[src/rtl/event_tagger_pkg.sv]
// Shared constants for the event tagger: register map defaults, CTRL bit
// positions and record field offsets.
package event_tagger_pkg;

    localparam int CTRL_ADDR_DEF = 1;
    localparam int MASK_ADDR_DEF = 2;

    localparam int CAPTURE_BIT   = 0;
    localparam int COUNTER_BIT   = 1;
    localparam int RESET_CNT_BIT = 2;
    localparam int CTRL_W        = 3;

    localparam int LOST_W = 16;

    // Record layout, LSB first: ts, delta, strobe, lost, wrap
    function automatic int rec_w(input int n, input int ts_w);
        return ts_w + 2 * n + 2;
    endfunction

    function automatic int rec_delta_lsb(input int ts_w);
        return ts_w;
    endfunction

    function automatic int rec_strobe_lsb(input int n, input int ts_w);
        return ts_w + n;
    endfunction

    function automatic int rec_lost_bit(input int n, input int ts_w);
        return ts_w + 2 * n;
    endfunction

    function automatic int rec_wrap_bit(input int n, input int ts_w);
        return ts_w + 2 * n + 1;
    endfunction

endpackage

[src/rtl/tagger_fifo.sv]
// First-word-fall-through record FIFO; the head word is presented on o_data
// whenever the FIFO is non-empty and reads as zero when empty.
module tagger_fifo #(
    parameter int W     = 8,
    parameter int DEPTH = 16
) (
    input  logic                     i_clk,
    input  logic                     i_rst_n,
    input  logic                     i_wr,
    input  logic [W-1:0]             i_data,
    input  logic                     i_rd,
    output logic [W-1:0]             o_data,
    output logic                     o_full,
    output logic                     o_empty,
    output logic [$clog2(DEPTH):0]   o_level
);
    localparam int AW = $clog2(DEPTH);

    logic [W-1:0]  r_mem [DEPTH];
    logic [AW-1:0] r_wp;
    logic [AW-1:0] r_rp;
    logic [AW:0]   r_cnt;

    logic w_push;
    logic w_pop;

    assign o_full  = (r_cnt == (AW+1)'(DEPTH));
    assign o_empty = (r_cnt == '0);
    assign o_level = r_cnt;
    assign o_data  = o_empty ? '0 : r_mem[r_rp];

    assign w_pop  = i_rd && !o_empty;
    // A full FIFO still accepts a write when the head leaves in the same cycle
    assign w_push = i_wr && (!o_full || w_pop);

    always_ff @(posedge i_clk) begin
        if (w_push) r_mem[r_wp] <= i_data;
    end

    always_ff @(posedge i_clk or negedge i_rst_n) begin
        if (!i_rst_n) begin
            r_wp  <= '0;
            r_rp  <= '0;
            r_cnt <= '0;
        end else begin
            if (w_push) r_wp <= r_wp + AW'(1);
            if (w_pop)  r_rp <= r_rp + AW'(1);
            case ({w_push, w_pop})
                2'b10:   r_cnt <= r_cnt + (AW+1)'(1);
                2'b01:   r_cnt <= r_cnt - (AW+1)'(1);
                default: r_cnt <= r_cnt;
            endcase
        end
    end

endmodule

[src/rtl/event_tagger_n.sv]
// N-channel strobe/delta event tagger with timestamping and record FIFO.
// Define EVENT_TAGGER_WRAP_RECORD_EN to emit stand-alone counter-wrap records.
module event_tagger_n
    import event_tagger_pkg::*;
#(
    parameter int N         = 4,
    parameter int TS_W      = 36,
    parameter int DEPTH     = 16,
    parameter int CTRL_ADDR = CTRL_ADDR_DEF,
    parameter int MASK_ADDR = MASK_ADDR_DEF
) (
    input  logic                     clk,
    input  logic                     reset_n,
    input  logic [N-1:0]             strobe_in,
    input  logic [N-1:0]             delta_in,
    input  logic [7:0]               reg_addr,
    input  logic [7:0]               reg_data,
    input  logic                     reg_wr,
    output logic                     operate,
    output logic                     data_rdy,
    input  logic                     data_ack,
    output logic [TS_W+2*N+1:0]      data,
    output logic [LOST_W-1:0]        lost_count,
    output logic [$clog2(DEPTH):0]   fifo_level
);
    localparam int REC_W = rec_w(N, TS_W);

    logic [CTRL_W-1:0] r_ctrl;
    logic [N-1:0]      r_mask;
    logic [N-1:0]      r_s1, r_s2, r_s3;
    logic [N-1:0]      r_d1, r_d2, r_d3;
    logic [TS_W-1:0]   r_ts;
    logic              r_wrap;
    logic              r_pend_lost;
    logic [LOST_W-1:0] r_lost;

    logic [N-1:0]      w_strobe_pulse;
    logic [N-1:0]      w_delta_chg;
    logic              w_evt;
    logic              w_gen;
    logic              w_rd;
    logic              w_wr_ok;
    logic              w_full;
    logic              w_empty;
    logic [REC_W-1:0]  w_rec;
    logic              w_unused_reg;

    assign w_unused_reg = ^reg_data;

    always_ff @(posedge clk or negedge reset_n) begin
        if (!reset_n) begin
            r_ctrl <= '0;
            r_mask <= '1;
        end else if (reg_wr) begin
            if (reg_addr == 8'(CTRL_ADDR)) r_ctrl <= reg_data[CTRL_W-1:0];
            if (reg_addr == 8'(MASK_ADDR)) r_mask <= reg_data[N-1:0];
        end
    end

    assign operate = r_ctrl[CAPTURE_BIT];

    // Two sync flops plus one history flop per channel for edge/change detect
    always_ff @(posedge clk or negedge reset_n) begin
        if (!reset_n) begin
            r_s1 <= '0;
            r_s2 <= '0;
            r_s3 <= '0;
            r_d1 <= '0;
            r_d2 <= '0;
            r_d3 <= '0;
        end else begin
            r_s1 <= strobe_in;
            r_s2 <= r_s1;
            r_s3 <= r_s2;
            r_d1 <= delta_in;
            r_d2 <= r_d1;
            r_d3 <= r_d2;
        end
    end

    assign w_strobe_pulse = r_s2 & ~r_s3 & r_mask;
    assign w_delta_chg    = (r_d2 ^ r_d3) & r_mask;

    // r_wrap is high exactly in the cycle where ts has just rolled over to 0
    always_ff @(posedge clk or negedge reset_n) begin
        if (!reset_n) begin
            r_ts   <= '0;
            r_wrap <= 1'b0;
        end else if (r_ctrl[RESET_CNT_BIT]) begin
            r_ts   <= '0;
            r_wrap <= 1'b0;
        end else if (r_ctrl[COUNTER_BIT]) begin
            r_ts   <= r_ts + TS_W'(1);
            r_wrap <= &r_ts;
        end else begin
            r_wrap <= 1'b0;
        end
    end

`ifdef EVENT_TAGGER_WRAP_RECORD_EN
    assign w_evt = (|w_strobe_pulse) || (|w_delta_chg) || r_wrap;
`else
    assign w_evt = (|w_strobe_pulse) || (|w_delta_chg);
`endif

    assign w_gen   = r_ctrl[CAPTURE_BIT] && w_evt;
    assign w_rec   = {r_wrap, r_pend_lost, w_strobe_pulse, r_d2 & r_mask, r_ts};
    assign w_rd    = data_rdy && data_ack;
    assign w_wr_ok = w_gen && (!w_full || w_rd);

    always_ff @(posedge clk or negedge reset_n) begin
        if (!reset_n) begin
            r_pend_lost <= 1'b0;
            r_lost      <= '0;
        end else if (w_wr_ok) begin
            r_pend_lost <= 1'b0;
        end else if (w_gen) begin
            r_pend_lost <= 1'b1;
            if (r_lost != '1) r_lost <= r_lost + LOST_W'(1);
        end
    end

    assign lost_count = r_lost;
    assign data_rdy   = !w_empty;

    tagger_fifo #(
        .W     (REC_W),
        .DEPTH (DEPTH)
    ) u_fifo (
        .i_clk   (clk),
        .i_rst_n (reset_n),
        .i_wr    (w_wr_ok),
        .i_data  (w_rec),
        .i_rd    (w_rd),
        .o_data  (data),
        .o_full  (w_full),
        .o_empty (w_empty),
        .o_level (fifo_level)
    );

endmodule

[config.mk]
export PLATFORM = sky130hd
export DESIGN_NAME = event_tagger_n
export DESIGN_NICKNAME = d
export VERILOG_FILES = /design/src/rtl/event_tagger_pkg.sv /design/src/rtl/tagger_fifo.sv /design/src/rtl/event_tagger_n.sv
export SDC_FILE = /design/constraint.sdc
export NUM_CORES = 1
export LEC_CHECK = 0
export CAP_MARGIN = 30
export CORE_MARGIN = 10
export CORE_UTILIZATION = 57
export CTS_BUF_LIST = sky130_fd_sc_hd__clkbuf_4
export CTS_CLUSTER_DIAMETER = 150
export CTS_CLUSTER_SIZE = 25
export DETAILED_ROUTE_END_ITERATION = 16
export GPL_TIMING_DRIVEN = 0
export PLACE_DENSITY_LB_ADDON = 0.05
export SYNTH_ARGS = -nofsm -noshare
export SYNTH_HDL_FRONTEND = slang
export SYNTH_HIERARCHICAL = 1
export SYNTH_SLANG_ARGS = --single-unit
[constraint.sdc]
create_clock -name clk -period 18.5 [get_ports clk]
set_input_delay 2.775 -clock clk [delete_from_list [all_inputs] [get_ports clk]]
set_output_delay 2.775 -clock clk [all_outputs]
set_load 0.01 [all_outputs]
==> run_results.csv, run 1 <==
group,metric,value,unit
status,outcome,"completed",
logic_synthesis,syn_avg_cell_area,20.5,um^2
layout,fin_nets,1836,
setup_path,path_delay_family,"buffers and inverters",
sta,tightest_slew,0.969,ns
sta,post-route-min-period,6.86,ns
layout,mostFrequentLayoutCells,"edfxtp_1 (736), mux4_2 (184), dfrtp_1 (94)",
layout,n_fill_cell,4058,
place,numPortBuffers,92,
clocking,clk_latency,0.90,ns
floorplanning,start_util,57.5,%
clocking,ctsHtreeMaxLevel,2,
sta,rsz0062_at_grt,"false",
place,dp_hpwl,47.7,mm
floorplanning,rows,88,
clocking,ctsResizeCount,0,
setup_path,criticalPathCategory,"flop to output pin",
clocking,tritoncts,"built",
sta,finClkSkew,0.0674,ns
logic_synthesis,ys.flop_type,"edfxtp_1",
setup_path,crit_path_max_fanout,10,
floorplanning,core_area,0.0576,mm^2
setup_path,critPathMaxStageDelay,0.67,ns
sta,setup_tns,0,ns
route,met3_length,4.42,mm
logic_synthesis,yosysUniqueCellTypes,62,
route,via_count,16300,
grt,grt_pass1_wl,109,mm
grt,grt_overflow,0,
sta,finalHoldViolCount,0,
setup_path,worstPathCellList,"buf_4 > buf_4 > buf_2 > buf_6 > mux2i_1 > a211oi_1 > clkdlybuf4s50_1",
logic_synthesis,yosys_warnings,6,
clocking,cts_sinks,834,
place,gp_congestion,0.792,
grt,grt_max_degree,52,
floorplanning,num_io_pins,97,
clocking,cts_hold_buffers,0,
setup_path,crit_arrival,4.09,ns
logic_synthesis,async_reset_ff_share,11.8,%
grt,grt_pass1_vias,16600,
route,first_pass_iters,7,
sta,slew_headroom,35.3,%
sta,slew_violations,0,
route,drt-initial-drc-count,1613,
setup_path,crit_path_end_kind,"output pin",
route,detail-route-antenna-nets,0,
setup_path,critPathLaunchType,"flop",
grt,antenna_found_initial,4,
clocking,cts_buffer_depth,3,
route,highest_layer,"met5",
logic_synthesis,syn_area,0.0331,mm^2
layout,area_growth_syn_to_layout,9.18,%
logic_synthesis,seq_area_frac_synth,74.1,%
layout,layout_commonest_cell,"edfxtp_1",
logic_synthesis,netlist_instances,1617,
logic_synthesis,syn_nets,1656,
worst_hold_path,hp-class,"flop to flop",
logic_synthesis,synth_area_leaders,"edfxtp_1 (67%), mux4_2 (13%), dfrtp_1 (7.1%)",
pwr,total_power,4.42,mW
layout,final_util,62.8,%
sta,max_freq,146,MHz
logic_synthesis,yosysTopAreaCellShare,66.7,%
logic_synthesis,synth_area_leader_cell,"edfxtp_1",
route,post-route-drc-count,0,
pwr,power-per-cell-area,122,mW/mm^2
clocking,cts_buffers,39,
floorplanning,fp.dieH,261,um
route,wl_per_cell,28.4,um
sta,fin_crit_sh,37.1,%
route,vias_per_cell,6.27,
pwr,irDropWorstVdd,76.6,uV
logic_synthesis,ys_ff_latch,834,
route,routed_wl,73.7,mm
grt,grtUsageTotal,21.9,%
clocking,cts_setup_buffers,0,
floorplanning,die_w,261,um
setup_path,crit_path_top_delay_cell,"clkdlybuf4s50_1",
setup_path,cpMostUsedCell,"buf_4",
floorplanning,die_area,0.0682,mm^2
pwr,cellLeakagePower,11.8,nW
logic_synthesis,synth-edff-count,736,
sta,setup_viol,0,
setup_path,critPathRequiredTime,15.73,ns
clocking,root_buffer,"clkbuf_4",
setup_path,path_buf_inv,5,
flow_run,drv_cap,0,
clocking,clk_pin_slew,0.25,ns
route,dr_wl_met2,36.4,mm
route,wl_met1,31.2,mm
layout,drive_above_1_share,24.8,%
==> synth_stat cells (all sizes together) (5+ instances only) <==
cell type  count
edfxtp       736
mux4         184
dfrtp         94
a211oi        92
buf           69
mux2i         49
nor2          45
nor2b         38
xnor2         38
nand2         25
nand3         25
and3          22
nand4         18
nor4          18
xor2          18
clkbuf        17
inv           16
mux2          11
a21oi         10
ha            10
and2b          8
or4            8
and2           6
and4           6
o21ai          6
nand2b         5
nor3           5
or3            5
==> flip-flops by register name (all words and copies together), names as in the netlist <==
name            flops
r_s1                4
u_fifo/r_mem      736
r_wrap              1
r_mask              4
r_ctrl              3
r_s3                4
r_d3                4
u_fifo/o_level      5
r_d1                4
r_pend_lost         1
r_ts               36
u_fifo/r_rp         4
r_s2                4
u_fifo/r_wp         4
lost_count         16
r_d2                4
==> final timing paths <==
check / start / to / slack [ns] / cells after the start
hold / removal: r_s1[3] / r_s2[3] / 0.35 / 0
setup reg to reg: r_mask[2] / u_fifo/r_mem[12][27] / 14.13 / 9
hold reg to reg: r_s1[3] / r_s2[3] / 0.35 / 0
max in group asynchronous: reset_n / r_ts[34] / 15.90 / 2
min in group asynchronous: reset_n / u_fifo/o_level[0] / 1.85 / 1
setup / recovery: u_fifo/r_rp[3] / data[21] / 11.64 / 7
==> stage by stage <==
stage               hold slack (ns)  cell area [um^2]  cells  setup slack [ns]
finish                        0.352             36200   2595             11.64
global route                  0.378             36200   2595             11.41
CTS                           0.370             36200   2591             11.55
detailed placement            0.337             35600   2519             12.46
global placement              0.331             35000   2474              3.76
floorplan                     0.331             33100   1617             10.19
==> routing by layer <==
metal / vias to the layer above / track usage, %
li1: 6948 / -
met1: 8766 / 30.4
met2: 470 / 35.9
met3: 90 / 3.94
met4: 2 / 5.27
met5: - / 0
==> where the power goes <==
group          leakage, nW  total [mW]  internal (mW)  switching [mW]
clock                0.333       0.688          0.167           0.522
sequential            8.00        2.08           2.05          0.0304
combinational         3.49        1.65          0.816           0.834
total                 11.8        4.42           3.03            1.39
==> final cells by class <==
cell class | count | area [um^2] | share of cell area [%]
Antenna cell | 2 | 5.00 | 0.0138
Sequential cell | 834 | 24600 | 67.9
Inverter | 16 | 60.1 | 0.166
Clock inverter | 4 | 27.5 | 0.0761
Timing Repair Buffer | 139 | 1450 | 4.02
Tap cell | 765 | 957 | 2.65
Clock buffer | 68 | 510 | 1.41
Buffer | 87 | 626 | 1.73
Multi-Input combinational cell | 680 | 7980 | 22.0
==> kinds of logic after synthesis <==
group / after synthesis / synth area share [%]
flops: 834 / 74.1
mux: 244 / 14.4
simple gates: 243 / 4.22
compound gates: 126 / 3.31
buf+inv: 103 / 2.07
xor+xnor: 56 / 1.48
fa+ha+maj: 11 / 0.438
Power figures use the tool's default switching activity.
==> run 2, diff against run 1 <==
- clock period: 18.5 -> 5.7 ns (I/O delays scaled with it)
==> run_results.csv, run 2 (synthesized netlist as in run 1, its figures left out) <==
group,metric,value,unit
layout,largest-register,"u_fifo/r_mem",
setup_path,critPathMaxStageDelay,0.67,ns
grt,grt_overflow,0,
grt,grtUsageTotal,21.9,%
layout,drive_above_1_share,24.8,%
layout,design_area,0.0362,mm^2
setup_path,critPathLaunchType,"flop",
grt,grt_pass1_vias,16600,
layout,area_growth_syn_to_layout,9.22,%
setup_path,criticalPathCategory,"flop to output pin",
floorplanning,num_io_pins,97,
pwr,intPower,9.86,mW
grt,grt_pass1_wl,109,mm
clocking,cts_buffer_depth,3,
pwr,p_sw,4.48,mW
route,routed_wl,73.7,mm
pwr,p_seq_share,47.1,%
pwr,p_clk_share,15.5,%
floorplanning,core_area,0.0576,mm^2
sta,fin_worst_hold_slack,0.356,ns
setup_path,r2r-end,"u_fifo/r_mem[12][27]",
setup_path,timing.rr.start,"r_mask[2]",
floorplanning,die_w,261,um
clocking,root_buffer,"clkbuf_4",
sta,rsz0062_at_grt,"false",
place,placed_cell_area,0.0356,mm^2
sta,tightest_slew,0.972,ns
setup_path,r2r_slack,1.29,ns
pwr,irDropWorstVdd,249,uV
place,numPortBuffers,92,
route,post-route-drc-count,0,
floorplanning,start_util,57.5,%
setup_path,path_buf_inv,5,
sta,slew_headroom,35.0,%
floorplanning,rows,88,
setup_path,crit_path_end_kind,"output pin",
floorplanning,die_area,0.0682,mm^2
floorplanning,fp.dieH,261,um
setup_path,worstPathCellList,"buf_4 > buf_4 > buf_2 > buf_6 > mux2i_1 > a211oi_1 > clkdlybuf4s50_1",
sta,finClkSkew,0.0659,ns
layout,largest_reg_flops,736,
flow_run,drv_cap,0,
setup_path,path_delay_family,"buffers and inverters",
place,gp_congestion,0.792,
route,wl_per_cell,28.4,um
sta,setup_slack,0.742,ns
layout,fin_nets,1837,
clocking,cts_setup_buffers,0,
layout,final_cells,2597,
setup_path,crit_path_top_delay_cell,"clkdlybuf4s50_1",
setup_path,cpMostUsedCell,"buf_4",
sta,post-route-min-period,4.96,ns
pwr,power-per-cell-area,396,mW/mm^2
clocking,ctsResizeCount,0,
sta,fin_crit_sh,87.0,%
sta,max_freq,202,MHz
setup_path,critPathRequiredTime,4.85,ns
worst_hold_path,hp-class,"input pin to flop",
layout,final_util,62.8,%
setup_path,crit_path_max_fanout,10,
layout,mostFrequentLayoutCells,"edfxtp_1 (736), mux4_2 (184), dfrtp_1 (94)",
grt,antenna_found_initial,4,
clocking,cts_hold_buffers,1,
route,via_count,16300,
pwr,cellLeakagePower,12.4,nW
route,first_pass_iters,5,
pwr,power_frac_comb,37.4,%
layout,layout_commonest_cell,"edfxtp_1",
place,dp_hpwl,47.7,mm
clocking,cts_sinks,834,
setup_path,cp-startpoint,"u_fifo/r_rp[3]",
clocking,tritoncts,"built",
setup_path,critPathCapture,"data[21]",
sta,finalHoldViolCount,0,
route,detail-route-antenna-nets,0,
sta,slew_violations,0,
setup_path,reg2regPathDepth,9,
place,dp_slack,1.36,ns
setup_path,crit_arrival,4.10,ns
clocking,cts_buffers,39,
pwr,total_power,14.3,mW
route,vias_per_cell,6.27,
pwr,switching_share,31.2,%
sta,setup_viol,0,
grt,grt_max_degree,52,
setup_path,crit_cells,7,
clocking,clk_pin_slew,0.25,ns
clocking,ctsHtreeMaxLevel,2,
route,drt-initial-drc-count,1568,
status,outcome,"completed",
sta,setup_tns,0,ns
clocking,clk_latency,0.90,ns
place,placedCellCount,2519,
-- run 2: cell count changes in the layout (fill, tap and decap cells not counted) --
cell           before  now
diode_2             2    3
dlygate4sd3_1       0    1
-- run 2: worst min path at each step --
stage	startpoint	to	slack [ns]	cells after the start
floorplan	r_d1[0]	r_d2[0]	0.33	0
global placement	r_d1[2]	r_d2[2]	0.33	0
detailed placement	r_d1[1]	r_d2[1]	0.34	0
CTS	delta_in[3]	r_d1[3]	0.27	1
global route	strobe_in[1]	r_s1[1]	0.28	1
finish	strobe_in[1]	r_s1[1]	0.36	1
-- run 2: layer usage --
layer	GRT usage (%)	wire length, um	up-vias
li1	-	-	6947
met1	30.4	31100	8746
met2	35.9	36400	491
met3	3.95	4490	90
met4	5.27	1630	2
met5	0	13	-
-- run 2: power by group through the flow --
stage	Combinational [mW]	Clock, mW	Sequential [mW]
2_1_floorplan	3.48	0	6.85
3_3_place_gp	5.41	0	6.88
3_5_place_dp	5.46	0	6.88
4_1_cts	5.48	2.30	6.75
5_1_grt	5.72	2.52	6.77
6_report	5.36	2.23	6.75
-- run 2: final cells by class --
| type | instances | area [um^2] |
|---|---|---|
| Sequential cell | 834 | 24600 |
| Fill cell | 4056 | 21400 |
| Multi-Input combinational cell | 680 | 7980 |
| Timing Repair Buffer | 140 | 1460 |
| Tap cell | 765 | 957 |
| Buffer | 87 | 626 |
| Clock buffer | 68 | 510 |
| Inverter | 16 | 60.1 |
| Clock inverter | 4 | 27.5 |
| Antenna cell | 3 | 7.51 |
